File: src/rtl/ecc_pkg.sv
// Shared types and constants for the ECC bank arbiter.
// The response metadata is sized for up to 256 requesters.
package ecc_pkg;

  localparam int unsigned MaxIdxWidth = 8;

  localparam logic WenRead  = 1'b1;
  localparam logic WenWrite = 1'b0;

  function automatic int unsigned idx_width(input int unsigned n);
    return (n > 1) ? $clog2(n) : 1;
  endfunction

  typedef struct packed {
    logic                   valid;
    logic [MaxIdxWidth-1:0] idx;
  } resp_meta_t;

endpackage

File: src/rtl/ecc_rr_select.sv
// Round-robin pick among requesters; combinational selection.
// An ungranted pick is held until the bank grants it.
module ecc_rr_select
  import ecc_pkg::*;
#(
  parameter int unsigned NumPorts = 2,
  localparam int unsigned IdxW = idx_width(NumPorts)
) (
  input  logic                clk_i,
  input  logic                rst_i,
  input  logic [NumPorts-1:0] req_i,
  input  logic                gnt_i,
  output logic [IdxW-1:0]     sel_o,
  output logic                vld_o
);

  logic [IdxW-1:0] r_ptr;
  logic [IdxW-1:0] r_held;
  logic            r_hold;
  logic [IdxW-1:0] w_pick;
  int unsigned     w_k;
  logic            w_use_held;

  // Scan from the farthest offset down so the nearest requester wins.
  always_comb begin
    w_pick = r_ptr;
    w_k    = 0;
    for (int i = NumPorts - 1; i >= 0; i--) begin
      w_k = (32'(r_ptr) + 32'(i)) % NumPorts;
      if (req_i[w_k[IdxW-1:0]]) w_pick = w_k[IdxW-1:0];
    end
  end

  assign w_use_held = r_hold & req_i[r_held];
  assign sel_o      = w_use_held ? r_held : w_pick;
  assign vld_o      = |req_i;

  always_ff @(posedge clk_i) begin
    if (rst_i) begin
      r_ptr  <= '0;
      r_held <= '0;
      r_hold <= 1'b0;
    end else if (vld_o && gnt_i) begin
      r_ptr  <= (sel_o == IdxW'(NumPorts - 1)) ? '0 : sel_o + 1'b1;
      r_hold <= 1'b0;
    end else if (vld_o) begin
      r_hold <= 1'b1;
      r_held <= sel_o;
    end else begin
      r_hold <= 1'b0;
    end
  end

endmodule

File: src/rtl/ecc_bank_arbiter.sv
// Shares one ECC SRAM bank between NumPorts requesters: RR grant, 1-cycle response routing,
// and idle-cycle scrub pacing. Bank gnt low stalls the selected requester without reselecting.
module ecc_bank_arbiter
  import ecc_pkg::*;
#(
  parameter int unsigned NumPorts      = 2,
  parameter int unsigned DataWidth     = 32,
  parameter int unsigned AddrWidth     = 32,
  parameter int unsigned BEWidth       = DataWidth / 8,
  parameter int unsigned ScrubCntWidth = 16
) (
  input  logic                                clk_i,
  input  logic                                rst_i,
  input  logic [NumPorts-1:0]                 req_i,
  input  logic [NumPorts-1:0][AddrWidth-1:0]  add_i,
  input  logic [NumPorts-1:0]                 wen_i,
  input  logic [NumPorts-1:0][BEWidth-1:0]    be_i,
  input  logic [NumPorts-1:0][DataWidth-1:0]  wdata_i,
  output logic [NumPorts-1:0]                 gnt_o,
  output logic [NumPorts-1:0]                 rvalid_o,
  output logic [NumPorts-1:0][DataWidth-1:0]  rdata_o,
  output logic [NumPorts-1:0]                 single_error_o,
  output logic [NumPorts-1:0]                 multi_error_o,
  output logic                                bank_req_o,
  output logic [AddrWidth-1:0]                bank_add_o,
  output logic                                bank_wen_o,
  output logic [BEWidth-1:0]                  bank_be_o,
  output logic [DataWidth-1:0]                bank_wdata_o,
  input  logic                                bank_gnt_i,
  input  logic [DataWidth-1:0]                bank_rdata_i,
  input  logic                                bank_single_error_i,
  input  logic                                bank_multi_error_i,
  input  logic [ScrubCntWidth-1:0]            scrub_interval_i,
  output logic                                scrub_trigger_o
);

  localparam int unsigned IdxW = idx_width(NumPorts);

  logic [IdxW-1:0]          w_sel;
  logic                     w_any;
  logic                     w_grant;
  logic [IdxW-1:0]          w_ridx;
  logic                     w_unused_idx;
  logic                     w_idle;
  logic                     w_trig;
  resp_meta_t               r_resp;
  logic [ScrubCntWidth-1:0] r_scrub_cnt;

  ecc_rr_select #(
    .NumPorts(NumPorts)
  ) u_rr_select (
    .clk_i (clk_i),
    .rst_i (rst_i),
    .req_i (req_i),
    .gnt_i (bank_gnt_i),
    .sel_o (w_sel),
    .vld_o (w_any)
  );

  assign w_grant      = w_any & bank_gnt_i & ~rst_i;
  assign w_ridx       = r_resp.idx[IdxW-1:0];
  assign w_unused_idx = ^r_resp.idx;

  // Outputs are forced low while reset is asserted, including a pending response.
  always_comb begin
    gnt_o          = '0;
    bank_req_o     = 1'b0;
    bank_add_o     = '0;
    bank_wen_o     = 1'b0;
    bank_be_o      = '0;
    bank_wdata_o   = '0;
    rvalid_o       = '0;
    rdata_o        = '0;
    single_error_o = '0;
    multi_error_o  = '0;
    if (!rst_i && w_any) begin
      bank_req_o    = 1'b1;
      bank_add_o    = add_i[w_sel];
      bank_wen_o    = wen_i[w_sel];
      bank_be_o     = be_i[w_sel];
      bank_wdata_o  = wdata_i[w_sel];
      gnt_o[w_sel]  = bank_gnt_i;
    end
    if (!rst_i && r_resp.valid) begin
      rvalid_o[w_ridx]       = 1'b1;
      rdata_o[w_ridx]        = bank_rdata_i;
      single_error_o[w_ridx] = bank_single_error_i;
      multi_error_o[w_ridx]  = bank_multi_error_i;
    end
  end

  always_ff @(posedge clk_i) begin
    if (rst_i) begin
      r_resp <= '0;
    end else begin
      r_resp.valid <= w_grant;
      r_resp.idx   <= MaxIdxWidth'(w_sel);
    end
  end

  assign w_idle          = ~bank_req_o;
  assign w_trig          = ~rst_i & w_idle & (r_scrub_cnt == '0) & (scrub_interval_i != '0);
  assign scrub_trigger_o = w_trig;

  // A busy cycle at count zero leaves the counter parked so the pulse lands on the next idle cycle.
  always_ff @(posedge clk_i) begin
    if (rst_i) begin
      r_scrub_cnt <= scrub_interval_i;
    end else if (scrub_interval_i == '0) begin
      r_scrub_cnt <= '0;
    end else if (w_trig) begin
      r_scrub_cnt <= scrub_interval_i;
    end else if (w_idle && r_scrub_cnt != '0) begin
      r_scrub_cnt <= r_scrub_cnt - 1'b1;
    end
  end

endmodule
File: config.mk
export PLATFORM = sky130hd
export DESIGN_NAME = ecc_bank_arbiter
export DESIGN_NICKNAME = d
export VERILOG_FILES = /design/src/rtl/ecc_pkg.sv /design/src/rtl/ecc_rr_select.sv /design/src/rtl/ecc_bank_arbiter.sv
export SDC_FILE = /design/constraint.sdc
export NUM_CORES = 1
export LEC_CHECK = 0
export ABC_AREA = 1
export ABC_CLOCK_PERIOD_IN_PS = 3850
export BUFFER_PORTS_ARGS = -buffer_cell sky130_fd_sc_hd__buf_2
export CAP_MARGIN = 20
export CELL_PAD_IN_SITES_DETAIL_PLACEMENT = 0
export CELL_PAD_IN_SITES_GLOBAL_PLACEMENT = 1
export CORE_AREA = 2 2 129 131
export CTS_CLUSTER_SIZE = 30
export DETAILED_ROUTE_END_ITERATION = 10
export DIE_AREA = 0 0 131 133
export HOLD_SLACK_MARGIN = 0.15
export MAX_ROUTING_LAYER = met4
export PLACE_DENSITY_LB_ADDON = 0.2
export SETUP_SLACK_MARGIN = 0.4
export SYNTH_ARGS = -nofsm -noshare
export SYNTH_HDL_FRONTEND = slang
export SYNTH_SLANG_ARGS = --single-unit
File: constraint.sdc
create_clock -name clk_i -period 3.85 [get_ports clk_i]
set_input_delay 0.5775 -clock clk_i [delete_from_list [all_inputs] [get_ports clk_i]]
set_output_delay 0.5775 -clock clk_i [all_outputs]
set_load 0.02 [all_outputs]
=== Word-level counts from Yosys, hierarchy flattened ===
Cells that the tools add are included.

* Register bits: 21
* Output and inout port bits: 143
* Logic and storage cells: 83

* $lt $le $gt $ge: 7
* Bitwise logic cells: 13
* Muxes and demuxes: 39
* Add/sub/neg operators: 3
* Reduce and logical (&&, ||, !) cells: 15

{| class="wikitable"
|+ Operators by type and width
! operator !! count
|-
| 32-bit two-way mux || 7
|-
| 64-bit AND || 1
|-
| 16-bit two-way mux || 4
|-
| 64-bit two-way mux || 1
|-
| 32-bit demux with 1-bit select || 1
|-
| 16-bit logical NOT || 2
|-
| 16-bit nonzero test || 2
|-
| 1-bit two-way mux || 17
|-
| 16-bit by 1-bit subtractor with 16-bit output (second input constant) || 1
|-
| 4-bit two-way mux || 3
|-
| 1-bit by 2-bit less-than comparator with 1-bit output (second input constant) || 5
|-
| 2-bit two-way mux || 4
|-
| 1-bit AND || 6
|-
| 2-bit AND || 3
|-
| 1-bit logical AND || 6
|-
| 4-bit nonzero test || 1
|-
| 2-bit OR reduction || 2
|-
| 1-bit inverter || 3
|-
| 1-bit adder (second input constant) || 2
|-
| 1-bit demux with 1-bit select || 2
|-
| 1-bit >= comparator (second input constant) || 2
|-
| 2-bit AND reduction || 1
|-
| 1-bit logical NOT || 1
|}

=== Logic depth before layout (Yosys ltp) ===
Gate-level depths: netlist of run 1.

* Word-level depth: 12
* Gate-level depth with buffers: 10
* Gate-level depth less buffers: 10

=== Cells and area by module ===
A second synthesis of run 1 with hierarchy kept.

* Cells, all modules: 576
* Area total of the unflattened synthesis: 3030.4 um^2

{| class="wikitable"
|+ By module, submodules not included
! module !! area each (um^2) !! times used !! cells an instance
|-
| ecc_bank_arbiter || 2869.0 || 1 || 550
|-
| ecc_rr_select || 161.4 || 1 || 26
|}

=== Worst setup path after synthesis of run 1 ===
Ideal clock, no wire load.

* Path type: input to output
* From: input rst_i
* To: output rdata_o[33] in the netlist's numbering
* Stages: 7
* Path buffers: 2
* Required time: 3273 ps
* Data arrival time: 1949 ps
* Setup slack: 1323 ps
* Path through: buf_6 > inv_4 > nand2_1 > nor2_1 > clkinv_1 > clkbuf_1 > nor2_1

{| class="wikitable"
|+ RTL lines
! item !! line !! RTL
|-
| from (decl) || ecc_bank_arbiter.sv:13 || <nowiki>input logic rst_i,</nowiki>
|-
| to (decl) || ecc_bank_arbiter.sv:21 || <nowiki>output logic [NumPorts-1:0][DataWidth-1:0] rdata_o,</nowiki>
|}

=== Worst setup path after layout of run 1 ===
* From: input rst_i
* To: output bank_wdata_o[7]

* Longest elaborated chain between the ends: 3

{| class="wikitable"
|+ Ends and longest elaborated chain
! item !! line !! RTL
|-
| 1-bit logical NOT || ecc_bank_arbiter.sv:76 || <nowiki>if (!rst_i && w_any) begin</nowiki>
|-
| 1-bit logical AND || ecc_bank_arbiter.sv:76 ||
|-
| 32-bit two-way mux || ecc_bank_arbiter.sv:76 ||
|-
| to (decl) || ecc_bank_arbiter.sv:28 || <nowiki>output logic [DataWidth-1:0] bank_wdata_o,</nowiki>
|}

Every way passes these cells.

==> metrics.md, run 1 <==
| Metric | Value |
|---|---|
| Fmax | `334 MHz` |
| Worst Hold Path Cells | `1` |
| Kind of critical path | `input pin to output pin` |
| Max Slew Vio Count | `0` |
| Chip Height | `133 um` |
| DIE WIDTH | `131 um` |
| # port buffers | `335` |
| Share of cells above drive strength 1 | `40.7%` |
| Hold Vio Cnt, Final | `0` |
| Vias in the first global route | `4165` |
| Initial Util | `18.1%` |
| Slew @ Worst Pin | `0.771 ns` |
| Cts bufs inserted | `3` |
| CTS tree | `built` |
| RSZ-0062 raised after global routing | `no` |
| DR pass1 iterations | `4` |
| Setup violators final | `0` |
| Wire length per cell | `14.2 um` |
| Synthesized area per cell | `5.12 um2` |
| R2r setup slk | `1.78 ns` |
| DR vias/cell | `4.08` |
| Synth-to-Final Area Change | `68.0%` |
| Yosys warnings | `0` |
| Fin crit period | `3.00 ns` |
| Worst endpoint required time | `3.27 ns` |
| Leakage power | `3.05 nW` |
| Nets | `1081` |
| Hold wc startpoint | `u_rr_select.r_ptr` |
| Core Area | `16200 um2` |
| Final HPWL DP | `12900 um` |
| Cell Area, Synth | `2920 um2` |
| Max FO, Critical Path | `70` |
| Reg2reg start | `r_scrub_cnt[0]` |
| Arr. time, crit path | `2.42 ns` |
| FFs w/ async S/R, synth | `0%` |
| Crit path launch type | `input pin` |
| Post-synth EDFFs | `16` |
| Setup crit end kind | `output pin` |
| Largest net degree at the start of global routing | `71` |
| Post-CTS resize count | `0` |
| Die area | `17400 um2` |
| # rows | `47` |
| Synth unique cells | `32` |
| Post-Syn Nets | `764` |
| R2R cell count | `10` |
| Fin Setup TNS | `0 ns` |
| Routed Antenna Nets | `0` |
| Placed cell count | `1102` |
| Synth Register Bits | `21` |
| Initial DRC Count | `208` |
| Clk_skew | `0.00212 ns` |
| Worst-skew pair later-pin latency | `0.26 ns` |
| H-tree levels | `1` |
| IO Pins | `336` |
| Worst slew margin | `48.5%` |
| Final worst-path cycle share | `77.8%` |
| Cells after Synth | `570` |
| CTS Root Cell | `clkbuf_16` |
| Run status | `completed` |
| Hold crit path type | `flip-flop to flip-flop` |
| PwrDens | `212 nW/um2` |
| Maximum VDD drop | `139 uV` |
| Sequential share of the synthesized area | `19.9%` |
| Fin cells | `1116` |
| RePlAce Congestion | `0.822` |
| Final Core Density | `30.3%` |
| First-pass GRT wire length | `22700 um` |
| Initial antenna violation count | `8` |
| Grt total ovfl | `0` |
| GRT Total Usage | `17.4%` |
| Clk slew on worst S/H paths | `0.06 ns` |
| Hold EP | `u_rr_select.r_ptr` |
| Synth Flop Type | `edfxtp_1` |
| Reg-to-Reg End | `r_scrub_cnt[9]` |
| Setup Fix Bufs, Post-CTS | `0` |
| Vias | `4558` |
| Clock Path Buffers | `2` |
| Clock sinks | `21` |
| # hold bufs at CTS | `0` |
| DRC Markers | `0` |
| Max-Cap Viols | `0` |
| WL final | `15900 um` |
==> critical path, cell delays in order <==
cell,delay (ns)
buf_2,0.24
inv_4,0.15
nand2_1,0.13
clkinv_1,0.07
buf_4,0.45
o21ai_0,0.34
nor2_1,0.22
buf_2,0.19
==> cells in the final DEF, fill, tap and decap left out, types with 2 or more instances in the layout <==
cell       instances
inv_1             66
clkinv_1           3
buf_2            335
nand2_2            3
nand2_1           78
dfxtp_1            5
edfxtp_1          16
nand4_1            3
nor2_1           236
diode_2           10
o21ai_0           79
xnor2_1            5
buf_4              8
clkbuf_16          3
o21ai_1            2
nand3_1           19
a21oi_1            4
nor3_1             4
nor2_2             3
==> per-layer routing <==
metal / up-vias / global-route usage (%) / part of all wire, %
met2: 207 / 29.8 / 49
met3: 14 / 3.68 / 7.2
met1: 1937 / 21.2 / 43
met4: 0 / 2.72 / 1.2
met5: - / - / 0
li1: 2400 / - / -
==> worst max-delay path by stage <==
stage                                  to  slack [ns]   from  cells past startpoint
final                     bank_wdata_o[7]        0.85  rst_i                      8
after global routing          rdata_o[47]        0.65  rst_i                      8
after CTS                     rdata_o[44]        0.80  rst_i                      8
after detailed placement      rdata_o[44]        0.82  rst_i                      8
after global placement    bank_wdata_o[7]        0.84  rst_i                      8
after floorplan               rdata_o[33]        1.32  rst_i                      7
==> power breakdown <==
| part | total, W | internal, W | switching [W] | leakage, nW |
|---|---|---|---|---|
| clock network | 0.000229 | 0.000141 | 0.0000877 | 0.0382 |
| logic | 0.000522 | 0.000195 | 0.000326 | 2.80 |
| registers | 0.000289 | 0.000271 | 0.0000176 | 0.204 |
==> kinds of logic (layout without fill, tap and decap cells) <==
logic type / after synthesis / in the layout / share of synthesized area (%)
AND/OR/NAND/NOR: 352 / 352 / 48.3
adder cells (fa/ha/maj): 1 / 1 / 0.428
AO/OA/AOI/OAI: 87 / 87 / 15.1
buffers and inverters: 103 / 419 / 14.4
other: 0 / 10 / 0
flip-flops: 21 / 21 / 19.9
XOR/XNOR: 6 / 6 / 1.80
==> state kept, by name, indices dropped and copies added, names as in the netlist <==
signal	flops
u_rr_select.r_held	1
r_scrub_cnt	16
u_rr_select.r_hold	1
r_resp	2
u_rr_select.r_ptr	1
==> cell usage after synthesis, types with 2 or more instances <==
master,count,share of area (%)
clkbuf_1,26,3.3
a21oi_1,4,0.69
inv_1,67,8.6
nand4_1,3,0.64
nand3_1,19,3.3
nor2_2,3,0.64
o21ai_1,2,0.34
nor3_1,4,0.69
edfxtp_1,16,16
o21ai_0,79,14
clkinv_1,2,0.26
nor2_1,236,30
nand2_2,2,0.43
xnor2_1,5,1.5
nand2_1,79,10
buf_6,3,1.2
dfxtp_1,5,3.4
==> area by class of cell <==
| class | instances | area [um2] |
|---|---|---|
| Multi-Input combinational cell | 446 | 1920 |
| Timing Repair Buffer | 344 | 1760 |
| Clock buffer | 4 | 78.8 |
| Sequential cell | 21 | 581 |
| Antenna cell | 10 | 25.0 |
| Inverter | 71 | 269 |
| Fill cell | 1877 | 11300 |
| Tap cell | 220 | 275 |
==> per-stage QoR <==
stage | power, W | setup WS [ns] | area (um2) | hold WS, ns
2_1_floorplan | 0.000590 | 1.32 | 2920 | 0.461
3_3_place_gp | 0.000826 | 0.837 | 4800 | 0.497
3_5_place_dp | 0.000819 | 0.818 | 4800 | 0.498
4_1_cts | 0.00106 | 0.800 | 4880 | 0.515
5_1_grt | 0.00112 | 0.645 | 4900 | 0.511
6_report | 0.00104 | 0.854 | 4910 | 0.515
(Power assumes the default switching activity.)
==> inputs of run 2 (changes only) <==
Settings changed: ABC_CLOCK_PERIOD_IN_PS 3850 to 2820, CORE_AREA 2 2 129 131 to 2 2 131 133, DIE_AREA 0 0 131 133 to 0 0 133 135.
Clock period 3.85 ns to 2.82 ns, I/O delays scaled along.
==> metrics.md, run 2 (synthesis results as in run 1) <==
| Metric | Value |
|---|---|
| Run status | `completed` |
| Met3 usage | `2.63%` |
| Fin area | `4920 um2` |
| Hold EP | `u_rr_select.r_hold` |
| Clk slew on worst S/H paths | `0.06 ns` |
| # port buffers | `335` |
| Final setup margin | `0.569 ns` |
| Worst Hold Path Cells | `2` |
| Reg2reg start | `r_scrub_cnt[0]` |
| Initial Util | `17.8%` |
| Hold crit path type | `input pin to flip-flop` |
| Leakage power | `3.06 nW` |
| Grt total ovfl | `0` |
| Initial DRC Count | `214` |
| # rows | `47` |
| R2r setup slk | `0.80 ns` |
| Clock Path Buffers | `2` |
| Reg-to-Reg End | `r_scrub_cnt[6]` |
| Setup violators final | `0` |
| Fin crit period | `2.25 ns` |
| Core Area | `16400 um2` |
| Worst-skew pair later-pin latency | `0.25 ns` |
| Worst slew margin | `63.9%` |
| Die area | `18000 um2` |
| Max incr delay on CP | `0.39 ns` |
| Fmax | `444 MHz` |
| WL final | `15200 um` |
| H-tree levels | `1` |
| Max-Cap Viols | `0` |
| Global Route met2 Usage | `29.9%` |
| Placed cell count | `1104` |
| Initial antenna violation count | `1` |
| CTS tree | `built` |
| Worst endpoint required time | `2.40 ns` |
| # fillers | `1915` |
| Max Slew Vio Count | `0` |
| Arr. time, crit path | `1.83 ns` |
| DIE WIDTH | `133 um` |
| Biggest regs | `r_scrub_cnt (16), r_resp (2)` |
| Most common cell after layout, fill and taps aside | `buf_2` |
| Cts bufs inserted | `3` |
| Worst path cell trace | `inv_1 > ha_1 > nand4_1 > nor2_2 > nand2_2 > nor2_4 > buf_2` |
| Hold wc startpoint | `bank_gnt_i` |
| Share of cells above drive strength 1 | `41.1%` |
| Global-route layer with the greatest usage | `met2` |
| Vias | `4473` |
| Largest register FFs | `16` |
| Clock sinks | `21` |
| Max FO, Critical Path | `7` |
| Crit path launch type | `flip-flop` |
| DRC Markers | `0` |
| PwrDens | `288 nW/um2` |
| CP max-delay cell | `edfxtp_1` |
| Chip Height | `135 um` |
| CTS Root Cell | `clkbuf_16` |
| DR vias/cell | `4.03` |
| Synth-to-Final Area Change | `68.5%` |
| Clk_skew | `0.00175 ns` |
| Setup crit end kind | `output pin` |
| GR Util met1 | `18.2%` |
| Wire length per cell | `13.7 um` |
| Commonest non-fill, non-tap cells in the layout | `buf_2, nor2_1, o21ai_0` |
| GRT Total Usage | `15.9%` |
| Final HPWL DP | `12300 um` |
| Final worst-path cycle share | `79.8%` |
| R2R cell count | `7` |
| Slew @ Worst Pin | `0.541 ns` |
| First-pass GRT wire length | `22200 um` |
| DR pass1 iterations | `4` |
| IO Pins | `336` |
| Fin Setup TNS | `0 ns` |
| Largest register by flop count | `r_scrub_cnt` |
| Post-DP Area | `4830 um2` |
| Largest net degree at the start of global routing | `71` |
| Kind of critical path | `flip-flop to output pin` |
| Final Core Density | `30.0%` |
| Hold Vio Cnt, Final | `0` |
| Routed Antenna Nets | `0` |
| Vias in the first global route | `4155` |
| Nets | `1083` |
| RePlAce Congestion | `0.816` |
| Fin cells | `1109` |
| RSZ-0062 raised after global routing | `no` |
| Maximum VDD drop | `226 uV` |
| Place WS | `0.626 ns` |
## run 2: cell count changes in the layout (fill, tap and decap cells not counted)
| cell | previous run | this run |
|---|---|---|
| buf_12 | 1 | 2 |
| clkbuf_1 | 1 | 0 |
| clkinv_2 | 0 | 1 |
| nor2_4 | 0 | 1 |
| buf_4 | 8 | 9 |
| diode_2 | 10 | 1 |
| nor2_1 | 236 | 235 |
## run 2: metal layers
layer,vias to the layer above,wire length (um)
met5,-,0
met2,191,8000
met3,6,984
met4,0,116
met1,1890,6130
li1,2386,-
## run 2: worst max-delay path by stage
stage / from / end / slack (ns) / cells past startpoint
6_report: r_scrub_cnt[0] / scrub_trigger_o / 0.57 / 7
3_3_place_gp: req_i[1] / bank_wdata_o[31] / 0.61 / 9
4_1_cts: r_scrub_cnt[0] / scrub_trigger_o / 0.40 / 7
3_5_place_dp: req_i[1] / bank_wdata_o[31] / 0.63 / 9
5_1_grt: r_scrub_cnt[0] / scrub_trigger_o / 0.40 / 7
2_1_floorplan: rst_i / rdata_o[33] / 0.60 / 7
## run 2: stage by stage
step / total power (W) / hold WS (ns)
CTS: 0.00144 / 0.354
finish: 0.00142 / 0.353
detailed placement: 0.00112 / 0.490
floorplan: 0.000806 / 0.461
global route: 0.00153 / 0.362
global placement: 0.00113 / 0.483
## run 2: worst max-delay path, delay by kind of cell, from the launching register on
kind / cells / cell delay, ns
and+or+nand+nor: 4 / 0.66
DFF: 1 / 0.39
buffers and inverters: 2 / 0.30
adders and majority gates: 1 / 0.23
## run 2: cell type report
cell class	count	area, um2	share of cell area (%)
inverter	71	269	5.47
tap	220	275	5.60
sequential	21	581	11.8
antenna	1	2.50	0.0509
multi-input combinational	446	1930	39.2
clock inverter	1	5.00	0.102
timing repair buffer	346	1780	36.3
clock buffer	3	75.1	1.53
## run 2: timing repair
item,CTS,global route
hold buffers,0,0
setup buffers,0,0
endpoints found under the hold margin,0,0
endpoints found under the setup margin,0,1
gates resized for setup,0,2
## run 2: report_power, final
part           switching, W  total [W]  leakage [nW]  internal (W)
clock network      0.000118   0.000309        0.0409      0.000191
registers         0.0000247   0.000395         0.204      0.000370
logic              0.000443   0.000715          2.82      0.000273
